<file path="config.mk">
export PLATFORM = sky130hd
export DESIGN_NAME = alu_rs_flat
export DESIGN_NICKNAME = d
export VERILOG_FILES = /design/src/rtl/alu_rs_if.sv /design/src/rtl/alu_rs.sv /design/src/flat_wrapper.sv
export SDC_FILE = /design/constraint.sdc
export NUM_CORES = 2
export LEC_CHECK = 0
export BUFFER_PORTS_ARGS = -buffer_cell sky130_fd_sc_hd__buf_2
export CAP_MARGIN = 10
export CORE_ASPECT_RATIO = 1.2
export CORE_MARGIN = 8
export CORE_UTILIZATION = 40
export DETAILED_ROUTE_END_ITERATION = 10
export HOLD_SLACK_MARGIN = 0.1
export SLEW_MARGIN = 20
export SYNTH_ARGS = -nofsm -noshare
export SYNTH_HDL_FRONTEND = slang
export SYNTH_SLANG_ARGS = --single-unit
</file>
<file path="constraint.sdc">
create_clock -name clk -period 5.6 [get_ports clk]
set_input_delay 0.56 -clock clk [delete_from_list [all_inputs] [get_ports clk]]
set_output_delay 0.56 -clock clk [all_outputs]
set_load 0.02 [all_outputs]
</file>
<file path="src/rtl/alu_rs_if.sv">
// -----------------------------------------------------------------------------
// alu_rs_if
// Bundles the signals around the ALU reservation station:
//   dispatch request : dec_valid, dec_op, dec_val1/2, dec_qj/qk(_valid), dec_id
//   result buses     : alu_ready/res/id, lsb_ready/res/id
//   issue to the ALU : rs_ready, rs_op, rs_val1/2, rs_id
//   status           : rs_full
// master = reservation station side, slave = surrounding pipeline / ALU side.
// -----------------------------------------------------------------------------
interface alu_rs_if #(
    parameter int XLEN           = 32,
    parameter int ALU_OP_WIDTH   = 4,
    parameter int ROB_SIZE_WIDTH = 4
);
    logic                      dec_valid;
    logic [ALU_OP_WIDTH-1:0]   dec_op;
    logic [XLEN-1:0]           dec_val1;
    logic [XLEN-1:0]           dec_val2;
    logic                      dec_qj_valid;
    logic                      dec_qk_valid;
    logic [ROB_SIZE_WIDTH-1:0] dec_qj;
    logic [ROB_SIZE_WIDTH-1:0] dec_qk;
    logic [ROB_SIZE_WIDTH-1:0] dec_id;

    logic                      alu_ready;
    logic [XLEN-1:0]           alu_res;
    logic [ROB_SIZE_WIDTH-1:0] alu_id;
    logic                      lsb_ready;
    logic [XLEN-1:0]           lsb_res;
    logic [ROB_SIZE_WIDTH-1:0] lsb_id;

    logic                      rs_full;
    logic                      rs_ready;
    logic [ALU_OP_WIDTH-1:0]   rs_op;
    logic [XLEN-1:0]           rs_val1;
    logic [XLEN-1:0]           rs_val2;
    logic [ROB_SIZE_WIDTH-1:0] rs_id;

    modport master (
        input  dec_valid, dec_op, dec_val1, dec_val2, dec_qj_valid, dec_qk_valid,
               dec_qj, dec_qk, dec_id,
               alu_ready, alu_res, alu_id, lsb_ready, lsb_res, lsb_id,
        output rs_full, rs_ready, rs_op, rs_val1, rs_val2, rs_id
    );

    modport slave (
        output dec_valid, dec_op, dec_val1, dec_val2, dec_qj_valid, dec_qk_valid,
               dec_qj, dec_qk, dec_id,
               alu_ready, alu_res, alu_id, lsb_ready, lsb_res, lsb_id,
        input  rs_full, rs_ready, rs_op, rs_val1, rs_val2, rs_id
    );
endinterface

</file>
<file path="src/rtl/alu_rs.sv">
// -----------------------------------------------------------------------------
// alu_rs
// Reservation station in front of the integer ALU. Holds dispatched ALU ops
// until both operands are known, snoops the ALU and LSB result buses for
// pending operands, and issues the lowest-index ready entry once per cycle.
// Ports:
//   clk    : rising-edge clock
//   rst_n  : asynchronous active-low reset
//   flush  : synchronous misprediction flush, empties the station
//   bus    : alu_rs_if.master (dispatch in, result buses in, issue out, rs_full)
// -----------------------------------------------------------------------------
module alu_rs #(
    parameter int RS_SIZE        = 8,
    parameter int RS_SIZE_WIDTH  = 3,
    parameter int XLEN           = 32,
    parameter int ALU_OP_WIDTH   = 4,
    parameter int ROB_SIZE_WIDTH = 4
) (
    input  logic      clk,
    input  logic      rst_n,
    input  logic      flush,
    alu_rs_if.master  bus
);
    localparam int CW = RS_SIZE_WIDTH + 1;

    // Entry payload; only meaningful while the matching busy bit is set.
    logic [ALU_OP_WIDTH-1:0]   op_q   [RS_SIZE];
    logic [XLEN-1:0]           val1_q [RS_SIZE];
    logic [XLEN-1:0]           val2_q [RS_SIZE];
    logic                      qjv_q  [RS_SIZE];
    logic                      qkv_q  [RS_SIZE];
    logic [ROB_SIZE_WIDTH-1:0] qj_q   [RS_SIZE];
    logic [ROB_SIZE_WIDTH-1:0] qk_q   [RS_SIZE];
    logic [ROB_SIZE_WIDTH-1:0] id_q   [RS_SIZE];

    logic [RS_SIZE-1:0]        busy_q, busy_d;
    logic [CW-1:0]             count_q, count_d;

    logic                      rs_ready_q;
    logic [ALU_OP_WIDTH-1:0]   rs_op_q;
    logic [XLEN-1:0]           rs_val1_q;
    logic [XLEN-1:0]           rs_val2_q;
    logic [ROB_SIZE_WIDTH-1:0] rs_id_q;

    logic                      free_found, iss_found, disp_ok, rs_full;
    logic [RS_SIZE_WIDTH-1:0]  free_idx, iss_idx;

    // Operand snoop: the ALU bus has priority over the LSB bus when both
    // carry the tag an operand is waiting on.
    function automatic logic [XLEN-1:0] snoop_val(input logic pend,
                                                  input logic [ROB_SIZE_WIDTH-1:0] tag,
                                                  input logic [XLEN-1:0] cur);
        if (pend && bus.alu_ready && tag == bus.alu_id)
            return bus.alu_res;
        else if (pend && bus.lsb_ready && tag == bus.lsb_id)
            return bus.lsb_res;
        return cur;
    endfunction

    function automatic logic snoop_pend(input logic pend,
                                        input logic [ROB_SIZE_WIDTH-1:0] tag);
        return pend && !(bus.alu_ready && tag == bus.alu_id)
                    && !(bus.lsb_ready && tag == bus.lsb_id);
    endfunction

    // Lowest-index free slot and lowest-index ready slot; scanning downward
    // lets the last hit be the lowest index.
    always_comb begin
        free_found = 1'b0;
        free_idx   = '0;
        iss_found  = 1'b0;
        iss_idx    = '0;
        for (int i = RS_SIZE - 1; i >= 0; i--) begin
            if (!busy_q[i]) begin
                free_found = 1'b1;
                free_idx   = RS_SIZE_WIDTH'(i);
            end
            if (busy_q[i] && !qjv_q[i] && !qkv_q[i]) begin
                iss_found = 1'b1;
                iss_idx   = RS_SIZE_WIDTH'(i);
            end
        end
    end

    assign rs_full = (count_q == CW'(RS_SIZE));
    assign disp_ok = bus.dec_valid && !rs_full && free_found;

    // Free slot is never busy and issue slot always is, so the two updates
    // never touch the same bit; an entry freed by issue waits a cycle.
    always_comb begin
        busy_d = busy_q;
        if (iss_found) busy_d[iss_idx]  = 1'b0;
        if (disp_ok)   busy_d[free_idx] = 1'b1;
        count_d = count_q + CW'(disp_ok) - CW'(iss_found);
    end

    // Entry payload: dispatch write with same-cycle forwarding, else wakeup.
    always_ff @(posedge clk) begin
        for (int i = 0; i < RS_SIZE; i++) begin
            if (disp_ok && free_idx == RS_SIZE_WIDTH'(i)) begin
                op_q[i]   <= bus.dec_op;
                id_q[i]   <= bus.dec_id;
                qj_q[i]   <= bus.dec_qj;
                qk_q[i]   <= bus.dec_qk;
                val1_q[i] <= snoop_val(bus.dec_qj_valid, bus.dec_qj, bus.dec_val1);
                val2_q[i] <= snoop_val(bus.dec_qk_valid, bus.dec_qk, bus.dec_val2);
                qjv_q[i]  <= snoop_pend(bus.dec_qj_valid, bus.dec_qj);
                qkv_q[i]  <= snoop_pend(bus.dec_qk_valid, bus.dec_qk);
            end else begin
                val1_q[i] <= snoop_val(qjv_q[i], qj_q[i], val1_q[i]);
                val2_q[i] <= snoop_val(qkv_q[i], qk_q[i], val2_q[i]);
                qjv_q[i]  <= snoop_pend(qjv_q[i], qj_q[i]);
                qkv_q[i]  <= snoop_pend(qkv_q[i], qk_q[i]);
            end
        end
    end

    // Occupancy and the registered issue port.
    always_ff @(posedge clk or negedge rst_n) begin
        if (!rst_n) begin
            busy_q     <= '0;
            count_q    <= '0;
            rs_ready_q <= 1'b0;
            rs_op_q    <= '0;
            rs_val1_q  <= '0;
            rs_val2_q  <= '0;
            rs_id_q    <= '0;
        end else if (flush) begin
            busy_q     <= '0;
            count_q    <= '0;
            rs_ready_q <= 1'b0;
            rs_op_q    <= '0;
            rs_val1_q  <= '0;
            rs_val2_q  <= '0;
            rs_id_q    <= '0;
        end else begin
            busy_q     <= busy_d;
            count_q    <= count_d;
            rs_ready_q <= iss_found;
            rs_op_q    <= iss_found ? op_q[iss_idx]   : '0;
            rs_val1_q  <= iss_found ? val1_q[iss_idx] : '0;
            rs_val2_q  <= iss_found ? val2_q[iss_idx] : '0;
            rs_id_q    <= iss_found ? id_q[iss_idx]   : '0;
        end
    end

    assign bus.rs_full  = rs_full;
    assign bus.rs_ready = rs_ready_q;
    assign bus.rs_op    = rs_op_q;
    assign bus.rs_val1  = rs_val1_q;
    assign bus.rs_val2  = rs_val2_q;
    assign bus.rs_id    = rs_id_q;
endmodule
</file>
<file path="src/flat_wrapper.sv">
// flat-port wrapper written by rule: the top's interface ports become plain ports
module alu_rs_flat 
#(
    parameter int RS_SIZE        = 8,
    parameter int RS_SIZE_WIDTH  = 3,
    parameter int XLEN           = 32,
    parameter int ALU_OP_WIDTH   = 4,
    parameter int ROB_SIZE_WIDTH = 4
)
  (clk, rst_n, flush, bus_dec_valid, bus_dec_op, bus_dec_val1, bus_dec_val2, bus_dec_qj_valid, bus_dec_qk_valid, bus_dec_qj, bus_dec_qk, bus_dec_id, bus_alu_ready, bus_alu_res, bus_alu_id, bus_lsb_ready, bus_lsb_res, bus_lsb_id, bus_rs_full, bus_rs_ready, bus_rs_op, bus_rs_val1, bus_rs_val2, bus_rs_id);
  alu_rs_if #(.XLEN(XLEN), .ALU_OP_WIDTH(ALU_OP_WIDTH), .ROB_SIZE_WIDTH(ROB_SIZE_WIDTH)) bus_i ();
  input  logic clk;
  input  logic rst_n;
  input  logic flush;
  input wire logic [$bits(bus_i.dec_valid)-1:0] bus_dec_valid;
  input wire logic [$bits(bus_i.dec_op)-1:0] bus_dec_op;
  input wire logic [$bits(bus_i.dec_val1)-1:0] bus_dec_val1;
  input wire logic [$bits(bus_i.dec_val2)-1:0] bus_dec_val2;
  input wire logic [$bits(bus_i.dec_qj_valid)-1:0] bus_dec_qj_valid;
  input wire logic [$bits(bus_i.dec_qk_valid)-1:0] bus_dec_qk_valid;
  input wire logic [$bits(bus_i.dec_qj)-1:0] bus_dec_qj;
  input wire logic [$bits(bus_i.dec_qk)-1:0] bus_dec_qk;
  input wire logic [$bits(bus_i.dec_id)-1:0] bus_dec_id;
  input wire logic [$bits(bus_i.alu_ready)-1:0] bus_alu_ready;
  input wire logic [$bits(bus_i.alu_res)-1:0] bus_alu_res;
  input wire logic [$bits(bus_i.alu_id)-1:0] bus_alu_id;
  input wire logic [$bits(bus_i.lsb_ready)-1:0] bus_lsb_ready;
  input wire logic [$bits(bus_i.lsb_res)-1:0] bus_lsb_res;
  input wire logic [$bits(bus_i.lsb_id)-1:0] bus_lsb_id;
  output wire logic [$bits(bus_i.rs_full)-1:0] bus_rs_full;
  output wire logic [$bits(bus_i.rs_ready)-1:0] bus_rs_ready;
  output wire logic [$bits(bus_i.rs_op)-1:0] bus_rs_op;
  output wire logic [$bits(bus_i.rs_val1)-1:0] bus_rs_val1;
  output wire logic [$bits(bus_i.rs_val2)-1:0] bus_rs_val2;
  output wire logic [$bits(bus_i.rs_id)-1:0] bus_rs_id;
  assign bus_i.dec_valid = bus_dec_valid;
  assign bus_i.dec_op = bus_dec_op;
  assign bus_i.dec_val1 = bus_dec_val1;
  assign bus_i.dec_val2 = bus_dec_val2;
  assign bus_i.dec_qj_valid = bus_dec_qj_valid;
  assign bus_i.dec_qk_valid = bus_dec_qk_valid;
  assign bus_i.dec_qj = bus_dec_qj;
  assign bus_i.dec_qk = bus_dec_qk;
  assign bus_i.dec_id = bus_dec_id;
  assign bus_i.alu_ready = bus_alu_ready;
  assign bus_i.alu_res = bus_alu_res;
  assign bus_i.alu_id = bus_alu_id;
  assign bus_i.lsb_ready = bus_lsb_ready;
  assign bus_i.lsb_res = bus_lsb_res;
  assign bus_i.lsb_id = bus_lsb_id;
  assign bus_rs_full = bus_i.rs_full;
  assign bus_rs_ready = bus_i.rs_ready;
  assign bus_rs_op = bus_i.rs_op;
  assign bus_rs_val1 = bus_i.rs_val1;
  assign bus_rs_val2 = bus_i.rs_val2;
  assign bus_rs_id = bus_i.rs_id;
  alu_rs #(.RS_SIZE(RS_SIZE), .RS_SIZE_WIDTH(RS_SIZE_WIDTH), .XLEN(XLEN), .ALU_OP_WIDTH(ALU_OP_WIDTH), .ROB_SIZE_WIDTH(ROB_SIZE_WIDTH)) u_core (.clk(clk), .rst_n(rst_n), .flush(flush), .bus(bus_i));
endmodule
</file>
### After elaboration in Yosys (flattened, before gate mapping)

Memory sizes are Yosys's and may differ from the RTL's.
Index checks and enable logic that the tools add are counted.
Widths: inputs -> output; s select.

* RAM bits: 656
* input bits: 160
* memories kept: 8
* output and inout bits: 74
* register bits: 85

* order comparisons: 4
* multiplexer cells: 357
* equality and inequality tests: 60
* bitwise gates (word level): 35
* add/subtract/negate cells: 2
* reductions and logical operators: 270

Memories
* u_core.val1_q: words 8, width 32, read ports 1, clocked after Yosys merged registers in 0, wr ports 8, RTL line alu_rs.sv:28 `logic [XLEN-1:0] val1_q [RS_SIZE];`
* u_core.val2_q: words 8, width 32, read ports 1, clocked after Yosys merged registers in 0, wr ports 8, RTL line alu_rs.sv:29 `logic [XLEN-1:0] val2_q [RS_SIZE];`
* u_core.id_q: words 8, width 4, read ports 1, clocked after Yosys merged registers in 0, wr ports 1, RTL line alu_rs.sv:34 `logic [ROB_SIZE_WIDTH-1:0] id_q [RS_SIZE];`
* u_core.op_q: words 8, width 4, read ports 1, clocked after Yosys merged registers in 0, wr ports 1, RTL line alu_rs.sv:27 `logic [ALU_OP_WIDTH-1:0] op_q [RS_SIZE];`
* u_core.qj_q: words 8, width 4, read ports 8, clocked after Yosys merged registers in 0, wr ports 1, RTL line alu_rs.sv:32 `logic [ROB_SIZE_WIDTH-1:0] qj_q [RS_SIZE];`
* u_core.qk_q: words 8, width 4, read ports 8, clocked after Yosys merged registers in 0, wr ports 1, RTL line alu_rs.sv:33 `logic [ROB_SIZE_WIDTH-1:0] qk_q [RS_SIZE];`
* 2 more memories

Operators with widths (count)
* $mux 32: 120
* $logic_and 1x1->1: 172
* $mux 1: 155
* $eq 4x4->1: 36
* $mux 3: 44
* $mux 4: 33
* $reduce_or 4->1: 28
* $logic_not 1->1: 53
* $ne 2x2->1 const B: 16
* $or 1x1->1: 32
* $reduce_and 2->1: 16
* $mux 8: 3
* $eq 3x3->1 const B: 4
* $and 8x8->8: 1
* $lt 3x4->1 const B: 2
* $not 8->8: 1
* $or 8x8->8: 1
* $demux 1 s3: 2
* $eq 3x2->1 const B: 2
* $ge 3x1->1 const B: 2
* $add 4x1->4: 1
* $eq 4x4->1 const B: 1
* $sub 4x1->4: 1
* $eq 3x1->1 const B: 1
* $logic_not 3->1: 1

### Depth between registers and ports, before layout

* depth after elaboration: 21
* mapped depth: 12

### Worst setup path after synthesis

Ideal clock, no wire load.

* kind: in2reg
* start: in bus_alu_id[3]
* end: mem u_core.val1_q[6][0] (enable)
* setup time: 466 ps
* required time: 5134 ps
* arrival: 3764 ps
* slack: 1370 ps
* cell stages on the path: 6
* path through: buf_4 buf_6 xor2_1 nor4_1 a31oi_1 o21ai_0

RTL lines
* start: declaration: RTL line flat_wrapper.sv:26 `input wire logic [$bits(bus_i.alu_id)-1:0] bus_alu_id;`
* end: declaration: RTL line alu_rs.sv:28

==> metrics <==
status=complete, no violations; max incr delay on CP=0.79 ns; DR iter-0 viols=2858; worst slew pin tran=approximately 1.2 ns; worst setup margin=roughly 1.9 ns; Cells after Synth=around 3500; die height=approximately 370 um; Finished Core Util=between 40% and 50%; CTS Buf Count=81; Synth top area share=around 45%; Setup TNS=0 ns; CP endpoint kind=flop; Tcrit/Tclk final=approximately two thirds; Fill cells=a little under 10000; GRT Util Overall=between 20% and 30%; Non-Filler Instances=roughly 5000; CTS Buffer Depth=3; leakage=between 20 and 25 nW; number of routed nets with antenna violations=0; HPWL Detailed=roughly 87000 um; first-pass GRT wire length=~220000 um; max_cap viols=0; main flop type after synthesis=edfxtp_1; Fin. Hold Viols=0; Switching Fraction=28.0%; final hold slack=~0.17 ns; placed cells=around 4800; worst rel slew slack=22.7%; largest net degree at the start of global routing=~150; clock sink total=between 700 and 800; share of layout cells above drive strength 1=roughly 17%; Die ar.=between 100000 and 150000 um^2; row count=between 100 and 150; initial antenna violation count=19; vias in the first global route=~30000; CTS H-Tree Depth=3; Worst Path Required=roughly 6.0 ns; fin. max-slew vios=0; number of port buffers=between 200 and 250; min-delay worst type=in2reg; post-synthesis mux area share=between 20% and 30%; post-synthesis compound-gate area fraction=under 10%; # setup viols final=0; Max Freq=approximately 270 MHz; chip width=around 310 um; ranking of synthesized cells by area=edfxtp_1 45%, mux2i_1 24%, dfrtp_1 5.0%; switching power=3.93 mW; flip-flop and latch count after synthesis=741; Post-CTS Setup Bufs=0; Period minus WS final=3.74 ns; final instance area=approximately 47000 um^2; RSZ-0062 raised after global routing=no; core area=around 110000 um^2; Final nets=about 3700; pre-CTS WS=approximately 1.8 ns; Peak supply drop=a little over 0.3 mV; largest family of logic cells by synthesized area=multiplexers; mean area per synthesized cell=about 12 um^2; power share of the combinational group=between 10% and 20%; clock skew=approximately 0.015 ns; Critical Path AT=just over 4 ns; critical-path cell list=inv_1, ha_1, nor3b_2, nor2b_1, nand4_1, inv_1, or3_2, buf_4, mux2i_1; worst skew pair latency=around 0.67 ns; clock group share of total power=a little under two fifths; Pint=10.1 mW; sequential share of the synthesized area=50.7%; Routed wire per std cell=~30 um; starting density of the core=40.3%; asr flop ratio synth=~11%; clk root buf=clkbuf_16; Clock transition at path regs=approximately 0.060 ns; RePlAce Congestion=a little over 0.8; xor and xnor area share after synthesis=about 3%; Post-Synth Simple-Gate Area=under 10%; PwrDens=between 200 and 300 nW/um^2; Unique masters post-synth=between 60 and 70; Vias/cell=roughly 6; highest-count cells in the layout ignoring fill and taps=1025 x mux2i_1, 640 x edfxtp_1, 302 x nand3_1; Critical Path Source Type=flop; Total Wirelength=150000 um; Top Ports=234; Area after DPL=44600 um^2; slowest library cell on the worst path=inv_1; area growth from synthesis to layout=10.5%; Remaining Overflow, GRT=0; Crit Path Class=reg2reg; sequential share of power=between 40 and 50%; Post-Synth Adder-Cell Area=0.193%; CTS tree=built; Pwr Total=roughly 14 mW; Yosys Warn Count=0; Mapped Area=between 40000 and 50000 um^2; net count after synthesis=3677; DRT Pass-1 Iters=5; Yosys top cell by area=edfxtp_1; vias=30200; worst-path maximum fanout=19; Post-synth EDFFs=640; CP dominant cell by count=inv_1; DRC Markers=0; most common cell after layout, fill and taps aside=mux2i_1
## flip-flops by register name, summed over array words and instances, names as in the netlist
signal,cells
u_core.val1_q,256
u_core.count_q,4
u_core.bus.rs_ready,1
u_core.id_q,32
u_core.qk_q,32
u_core.qkv_q,8
u_core.qj_q,32
u_core.bus.rs_id,4
u_core.op_q,32
u_core.busy_q,8
u_core.bus.rs_val1,32
u_core.bus.rs_val2,32
u_core.qjv_q,8
u_core.val2_q,256
u_core.bus.rs_op,4
## synthesized netlist by cell type (40+ instances only)
| library cell | instances |
|---|---|
| xor2_1 | 106 |
| edfxtp_1 | 640 |
| nand2_1 | 201 |
| buf_1 | 59 |
| buf_2 | 80 |
| o21ai_0 | 176 |
| xnor2_1 | 40 |
| nand3_1 | 305 |
| o22a_1 | 176 |
| dfrtp_1 | 85 |
| a21oi_1 | 80 |
| clkbuf_1 | 199 |
| mux2i_1 | 1025 |
## metal layers
metal	vias to the layer above	wire (um)	share of wire, %	global-route usage, %
met5	-	62	0.041	0
met4	10	5670	3.8	9.67
met3	351	10500	7.0	3.97
met2	1373	71700	48	40.4
met1	15400	62400	42	32.4
li1	13100	-	-	-
## layout make-up
cell class | count | area, um^2 | area share (%)
sequential | 741 | 21700 | 45.9
multi-input combinational | 2339 | 19200 | 40.7
clock buffer | 120 | 2370 | 5.02
timing repair buffer | 314 | 1870 | 3.96
tap | 1396 | 1750 | 3.70
clock inverter | 28 | 199 | 0.422
inverter | 28 | 105 | 0.223
antenna | 12 | 30.0 | 0.0636
## cell families after synthesis
kind of cell	after synthesis
DFF	741
AOI/OAI and AO/OA	526
adders and majority gates	6
buffers and inverters	431
and+or+nand+nor	636
xor gates and xnor gates	146
muxes	1025
## worst max-delay path, delay by kind of cell, from the launching register on
kind / cells / cell delay [ns]
fa+ha+maj: 1 / 0.19
flops: 1 / 0.32
mux: 1 / 0.14
buf+inv: 3 / 1.33
simple gates: 4 / 1.46
## final timing paths
check,startpoint,end,slack [ns],cells past startpoint
min reg2reg,u_core.qjv_q[0][3]$_DFF_P_,u_core.qjv_q[0][3]$_DFF_P_,0.53,2
max,u_core.count_q[2]$_DFF_PN0_,u_core.val1_q[3][18]$_DFFE_PP_,1.86,9
min in group asynchronous,rst_n,u_core.count_q[2]$_DFF_PN0_,0.52,2
max reg2reg,u_core.count_q[2]$_DFF_PN0_,u_core.val1_q[3][18]$_DFFE_PP_,1.86,9
min,bus_dec_id[3],u_core.id_q[2][3]$_DFFE_PP_,0.17,1
max in group asynchronous,rst_n,u_core.bus.rs_val2[14]$_DFF_PN0_,3.82,3
## power groups by stage
stage          combinational (mW)  clock (mW)  sequential, mW
2_1_floorplan                1.29           0            6.67
3_3_place_gp                 2.14           0            6.61
3_5_place_dp                 2.17           0            6.62
4_1_cts                      2.19        5.40            6.51
5_1_grt                      2.34        5.59            6.53
6_report                     2.20        5.32            6.51
## timing repair
action,in CTS,in global routing
hold endpoints to repair,43,0
gates resized for setup,0,0
hold buffers,1,0
Power figures use the tool's default switching activity.
